**src/rtl/icache_direct.sv**
```systemverilog
// Direct-mapped, read-only instruction cache: one 32-bit word per line.
// A hit returns data in the request cycle; a miss fetches one word from
// mem_ctrl, refills the line and bypasses the word to IF on the done cycle.
module icache_direct #(
  parameter int INDEX_BITS = 6,
  parameter int TAG_BITS   = 30 - INDEX_BITS
) (
  input  logic        clk,
  input  logic        rst,
  input  logic        rdy_in,
  input  logic        flush_i,
  input  logic        req_i,
  input  logic [31:0] pc_i,
  output logic        inst_valid_o,
  output logic [31:0] inst_o,
  output logic        mem_req_o,
  output logic [31:0] mem_addr_o,
  input  logic [31:0] mem_inst_i,
  input  logic        mem_done_i
);

  localparam int LINES = 1 << INDEX_BITS;

  typedef enum logic {IDLE, MISS} state_t;

  state_t                state, state_nxt;
  logic [LINES-1:0]      valid;
  logic [TAG_BITS-1:0]   tag_mem  [LINES];
  logic [31:0]           data_mem [LINES];

  // Word address of the outstanding fetch (byte offset is always zero).
  logic [29:0]           miss_word, miss_word_nxt;

  logic [INDEX_BITS-1:0] idx, miss_idx;
  logic [TAG_BITS-1:0]   pc_tag, miss_tag;
  logic                  hit;
  logic                  refill;
  logic                  unused_pc_bits;

  assign idx      = pc_i[INDEX_BITS+1:2];
  assign pc_tag   = pc_i[31:2+INDEX_BITS];
  assign miss_idx = miss_word[INDEX_BITS-1:0];
  assign miss_tag = miss_word[29:INDEX_BITS];
  assign hit      = req_i & valid[idx] & (tag_mem[idx] == pc_tag);

  // Byte offset within the word never affects a fetch.
  assign unused_pc_bits = ^pc_i[1:0];

  // Next-state and output decode; outputs stay purely combinational.
  always_comb begin
    state_nxt     = state;
    miss_word_nxt = miss_word;
    inst_valid_o  = 1'b0;
    inst_o        = 32'h0;
    mem_req_o     = 1'b0;
    mem_addr_o    = 32'h0;
    refill        = 1'b0;
    case (state)
      IDLE: begin
        if (hit) begin
          inst_valid_o = 1'b1;
          inst_o       = data_mem[idx];
        end else if (req_i) begin
          state_nxt     = MISS;
          miss_word_nxt = pc_i[31:2];
        end
      end
      MISS: begin
        mem_req_o  = 1'b1;
        mem_addr_o = {miss_word, 2'b00};
        if (mem_done_i) begin
          refill    = 1'b1;
          state_nxt = IDLE;
          // Forward the returning word only if IF still wants that address.
          if (req_i && (pc_i[31:2] == miss_word)) begin
            inst_valid_o = 1'b1;
            inst_o       = mem_inst_i;
          end
        end
      end
    endcase
  end

  // Control state: FSM, miss address and valid bits; flush beats refill.
  always_ff @(posedge clk or posedge rst) begin
    if (rst) begin
      state     <= IDLE;
      miss_word <= 30'h0;
      valid     <= '0;
    end else if (rdy_in) begin
      state     <= state_nxt;
      miss_word <= miss_word_nxt;
      if (flush_i)
        valid <= '0;
      else if (refill)
        valid[miss_idx] <= 1'b1;
    end
  end

  // Tag and data arrays are written on refill only and are never reset.
  always_ff @(posedge clk) begin
    if (rdy_in && refill) begin
      tag_mem[miss_idx]  <= miss_tag;
      data_mem[miss_idx] <= mem_inst_i;
    end
  end

endmodule

```
**config.mk**
```make
export PLATFORM = sky130hd
export DESIGN_NAME = icache_direct
export DESIGN_NICKNAME = d
export VERILOG_FILES = /design/src/rtl/icache_direct.sv
export SDC_FILE = /design/constraint.sdc
export NUM_CORES = 2
export LEC_CHECK = 0
export CAP_MARGIN = 20
export CORE_ASPECT_RATIO = 0.8
export CORE_UTILIZATION = 40
export DETAILED_ROUTE_END_ITERATION = 12
export GPL_TIMING_DRIVEN = 0
export MAX_ROUTING_LAYER = met4
export SLEW_MARGIN = 20
export SYNTH_ARGS = -nofsm -noshare
export SYNTH_HDL_FRONTEND = slang
export SYNTH_SLANG_ARGS = --single-unit
```
**constraint.sdc**
```tcl
create_clock -name clk -period 6.95 [get_ports clk]
set_clock_uncertainty 0.2 [all_clocks]
set_input_delay 1.0425 -clock clk [delete_from_list [all_inputs] [get_ports clk]]
set_output_delay 1.0425 -clock clk [all_outputs]
set_load 0.05 [all_outputs]
```
# --- After elaboration in Yosys (flattened, before gate mapping) ---
# Memories as Yosys holds them, arrays and structs flattened.
# Cells that the tools add are included.
# W data, S select, Z words.
word_totals:
  register_bits: 95
  latchBits: 0
  ram_bits: 3584
  mem_bits_ro: 0
  inputBits: 70
  elab_cells: 45
  memories: 2
memory_table:
  columns: ["memory", "depth", "word_bits", "read_ports", "rd_ports_with_merged_regs", "write_ports", "line", "text"]
  rows:
  - ["data_mem", 64, 32, 1, 0, 1, "29", "logic [31:0] data_mem [LINES];"]
  - ["tag_mem", 64, 24, 1, 0, 1, "28", "logic [TAG_BITS-1:0] tag_mem [LINES];"]
classes:
  addsub: 0
  multipliers: 0
  n_div: 0
  magnitude_cmp: 3
  n_eq_ne: 2
  shifts: 0
  n_mux: 24
  bitwise_logic: 5
  n_reduce_logical: 6
op_table:
  columns: ["op", "count"]
  rows:
  - ["$mux W32", 4]
  - ["$mux W64", 2]
  - ["$or A64 B64 Y64", 1]
  - ["$pmux W32 S2", 1]
  - ["$eq A30 B30 Y1", 1]
  - ["$eq A24 B24 Y1", 1]
  - ["$lt A6 B7 Y1 const B", 2]
  - ["$mux W1", 13]
  - ["$bmux W1 S6", 1]
  - ["$demux W1 S6", 1]
  - ["$ge A6 B1 Y1 const B", 1]
  - ["$pmux W1 S2", 2]
  - ["$reduce_and A4 Y1", 1]
  - ["$logic_and A1 B1 Y1", 3]
  - ["$and A1 B1 Y1", 2]
  - ["$not A1 Y1", 2]
  - ["$reduce_and A2 Y1", 1]
  - ["$reduce_bool A2 Y1", 1]

# --- Depth between registers and ports, before layout ---
depth:
  ltp_word: 7
  ltp_mapped: 18

# --- Worst setup path before layout ---
# No wires, ideal clock.
synth_timing:
  path_kind: "input -> output"
  from: "input port pc_i[2]"
  to: "output port inst_o[22]"
  t_arrival_ns: 4.899
  required_time_ns: 5.707
  setup_slack_ns: 0.808
  path_stages: 16
  n_path_buf: 7
  path_cell_list: "buf_6 buf_6 buf_6 buf_4 buf_4 buf_4 mux2i_1 a22oi_1 nand3_1 nand4_1 or3_1 a21boi_0 nor4bb_1 nand4b_1 clkbuf_1 o21ai_0"
synth_between:
  elab_chain_cells: 6
synth_lines:
  columns: ["element", "line", "text"]
  rows:
  - ["start: declaration", "13", "input logic [31:0] pc_i,"]
  - ["parallel branches: the longest is 5 deep, another holds $mem_v2 Z64 W24", null, null]
  - ["$pmux W32 S2 (*)", "58", "case (state)"]
  - ["end: declaration", "15", "output logic [31:0] inst_o,"]
# Mark *: on every way between the ends. The select of a mux whose other input is x is not followed.

# --- Final worst setup path ---
layout_timing:
  from: "input port pc_i[5]"
  to: "output port inst_o[12]"
# Same word-level chain as after synthesis.

==> results.ini <==
[outcome]
outcome=finished with violations
violations=setup timing

[detailed_routing]
drt_iter0_drc=14000
first_pass_iters=7
drtAntennaViolNets=0
vias=77500
drc=0
wl_per_cell_um=39.5
routed_wl_um=485000
vias_per_cell=6.32

[sta]
setup_viol=33
fmaxAchievable_mhz=140
slew_viol_final=0
slew_headroom=0.217
finalCritPeriodShare=1.03
setup_slack_ns=-0.204
final-hold-violation-count=0
worst_slew_pin_slew_ns=1.18
final.min_clock_period_ns=7.15

[critical_path]
worstPathArrival_ns=5.91
start_kind=input port
crit_required_ns=5.71
cpLargestDelayFamily=buffers and inverters
path_buf_inv=8
r2r-start=state
path_max_fanout=10
worstSetupStartpoint=pc_i[5]
cp_slowest_cell=nor3_4
ff2ff_path_depth=7
worst-path-stages=17
cpPeakStageDelay_ns=0.43
cp_common_cell=buf_4
crit_chain=clkdlybuf4s15_2, buf_2, buf_4, buf_4, buf_4, o221ai_1, o21ai_0, a21oi_1, nor3_4, xnor2_1, nor2_1, and4_1, nand4b_1, buf_4, buf_4, o21ai_4, buf_4
critPathKind=in -> out
crit_path_end_kind=output port

[placement]
dp_hpwl_um=332000
port_buffers=128
gp_congestion=0.883

[power_and_ir_drop]
pwr-share-comb=0.079
vdd_drop_max_v=0.000233
intPower_mw=38.2
p_total_mw=50.0
seq_power_share=0.514
p_switching_mw=11.7
clockPowerShare=0.407
p_sw_frac=0.235
p_leak_nw=55.2
p_per_area_nw_per_um2=290

[floorplanning]
die_h_um=535
ios=136
dieArea_um2=358000
die_w_um=669
row_count=195
initial_core_util=0.403
core_area_um2=353000

[cts]
cts.clk_slew.worst_paths_ns=0.06
htreeDepth=5
cts_made_buffers=376
cts_tree=built
cts_root_buffer=clkbuf_16
clkLatencyLatePin_ns=0.99
cts_sinks=3679
clk_path_buf_depth=4

[synth]
syn-instance-count=6346
yosysUniqueCellTypes=76
synth.avg_cell_area_um2=22.4
synth_flop_cell=edfxtp_1
synth_edf_count=3584
synth_top_area_cell=edfxtp_1
async_reset_ff_frac=0.0258
ys.warnings.count=0
ys_ff_latch=3679
synth_area_leaders=edfxtp_1, mux4_2, mux2i_1
ys_seq_area_frac=0.774
syn_area_um2=142000
yosysTopAreaCellShare=0.757

[global_route]
antenna_found_initial=27
grt_pass1_wl_um=645000
grt_max_degree=71
grtUsageTotal=0.275
grt_pass1_vias=73900
grt_remaining_overflow=0

[final_layout]
final_cell_mix=edfxtp_1, mux4_2, clkbuf_16, mux2i_1, nand2_1
fin_util=0.487
synthToLayoutAreaGrowth_pct=21.0
fin_nets=7294
drive_gt1_frac=0.324
layout_commonest_cell=edfxtp_1
fillers=28000

[min_path]
hp-class=in -> async

[job]
maxCapViolCount=0

-- stage by stage --
stage	setup TNS, ns	instance area, µm²	worst slack, ns	cells	hold slack [ns]
global placement	-	149000	-5.61	11200	0.268
CTS	0	172000	0.00211	12200	0.198
floorplan	0	142000	0.808	6347	0.259
finish	-4.72	172000	-0.204	12300	0.208
detailed placement	-140.08	158000	-3.86	11600	0.274
global route	-0.00479	172000	-0.00479	12300	0.238
-- flip-flops by register name, indices dropped and copies added, names as in the netlist --
name,count
tag_mem,1536
valid,64
state,1
data_mem,2048
miss_word,30
-- power by group through the flow --
stage	Sequential, mW	Clock, mW	Combinational [mW]
2_1_floorplan	26.2	0	1.62
3_5_place_dp	26.1	0	3.75
6_report	25.7	20.3	3.96
3_3_place_gp	26.7	0	2.84
4_1_cts	25.6	20.4	3.85
5_1_grt	25.7	21.2	4.04
-- routing by layer --
layer,share of wire,vias to the layer above,global-route usage
met4,0.051,0,0.109
met1,0.38,41400,0.376
met5,0,-,-
met3,0.14,1240,0.0785
li1,-,28600,-
met2,0.43,6215,0.390
-- cell type report --
| cell class | count | area (µm²) | share of cell area |
|---|---|---|---|
| diodes | 21 | 52.6 | 0.000305 |
| plain buffers | 340 | 2710 | 0.0157 |
| clock buffers | 454 | 9790 | 0.0569 |
| clock inverters | 217 | 2480 | 0.0144 |
| inverters | 5 | 25.0 | 0.000145 |
| multi-input cells | 2317 | 31500 | 0.183 |
| flip-flops and latches | 3679 | 110000 | 0.639 |
| well taps | 4728 | 5920 | 0.0344 |
| repair buffers | 505 | 9560 | 0.0555 |
-- synth_stat cells, drive strengths merged, types with 3 or more instances --
| cell | number |
|---|---|
| nand4 | 21 |
| nor3b | 5 |
| nor3 | 18 |
| o311ai | 3 |
| a22o | 8 |
| dfrtp | 95 |
| nand2 | 227 |
| a22oi | 114 |
| a221oi | 5 |
| a2111oi | 4 |
| o221ai | 10 |
| a21oi | 86 |
| nand3 | 68 |
| nor4 | 13 |
| o21a | 66 |
| or3 | 5 |
| a211oi | 12 |
| or4b | 3 |
| nor4bb | 3 |
| buf | 184 |
| inv | 4 |
| mux2i | 288 |
| edfxtp | 3584 |
| a21boi | 3 |
| o211ai | 7 |
| o22ai | 21 |
| and2 | 36 |
| a31oi | 10 |
| nor2 | 107 |
| o21ai | 51 |
| o31ai | 4 |
| clkbuf | 162 |
| nor2b | 33 |
| xor2 | 14 |
| mux2 | 50 |
| and3 | 6 |
| mux4 | 925 |
| nand2b | 14 |
| xnor2 | 33 |
| nand3b | 4 |
| or2 | 4 |
| or3b | 3 |
-- path summary, 6_finish.rpt --
check / slack, ns / endpoint
max: -0.20 / inst_o[12]
min: 0.21 / valid[52]
max reg2reg: 2.38 / data_mem[62][10]
min reg2reg: 0.29 / valid[12]
max in group asynchronous: 5.64 / miss_word[23]
min in group clk: 0.27 / data_mem[33][4]
-- timing repair --
item	4_1_cts	5_1_grt
pin swaps	15	4
gates resized for setup	711	52
hold buffers	0	0
gates cloned	0	0
endpoints found under the setup margin	33	33
endpoints found under the hold margin	0	0
buffers inserted	8	0
-- worst reg2reg max path: cells and delay by family, from the launching register on --
kind          cells  cell delay [ns]
flops             1             0.59
simple gates      4             2.64
buf+inv           3             0.77
-- cells by family (layout without fill, tap and decap cells) --
group / count (synthesis) / in the layout / share of synthesized area
flip-flops: 3679 / 3679 / 0.774
multiplexers: 1263 / 1263 / 0.172
AND/OR/NAND/NOR: 580 / 580 / 0.0193
AO/OA/AOI/OAI: 425 / 425 / 0.0204
buffers and inverters: 351 / 1521 / 0.0123
XOR/XNOR: 47 / 47 / 0.00289
other: 1 / 23 / 0.0000264
No activity file was read; power rests on OpenSTA's default activity.
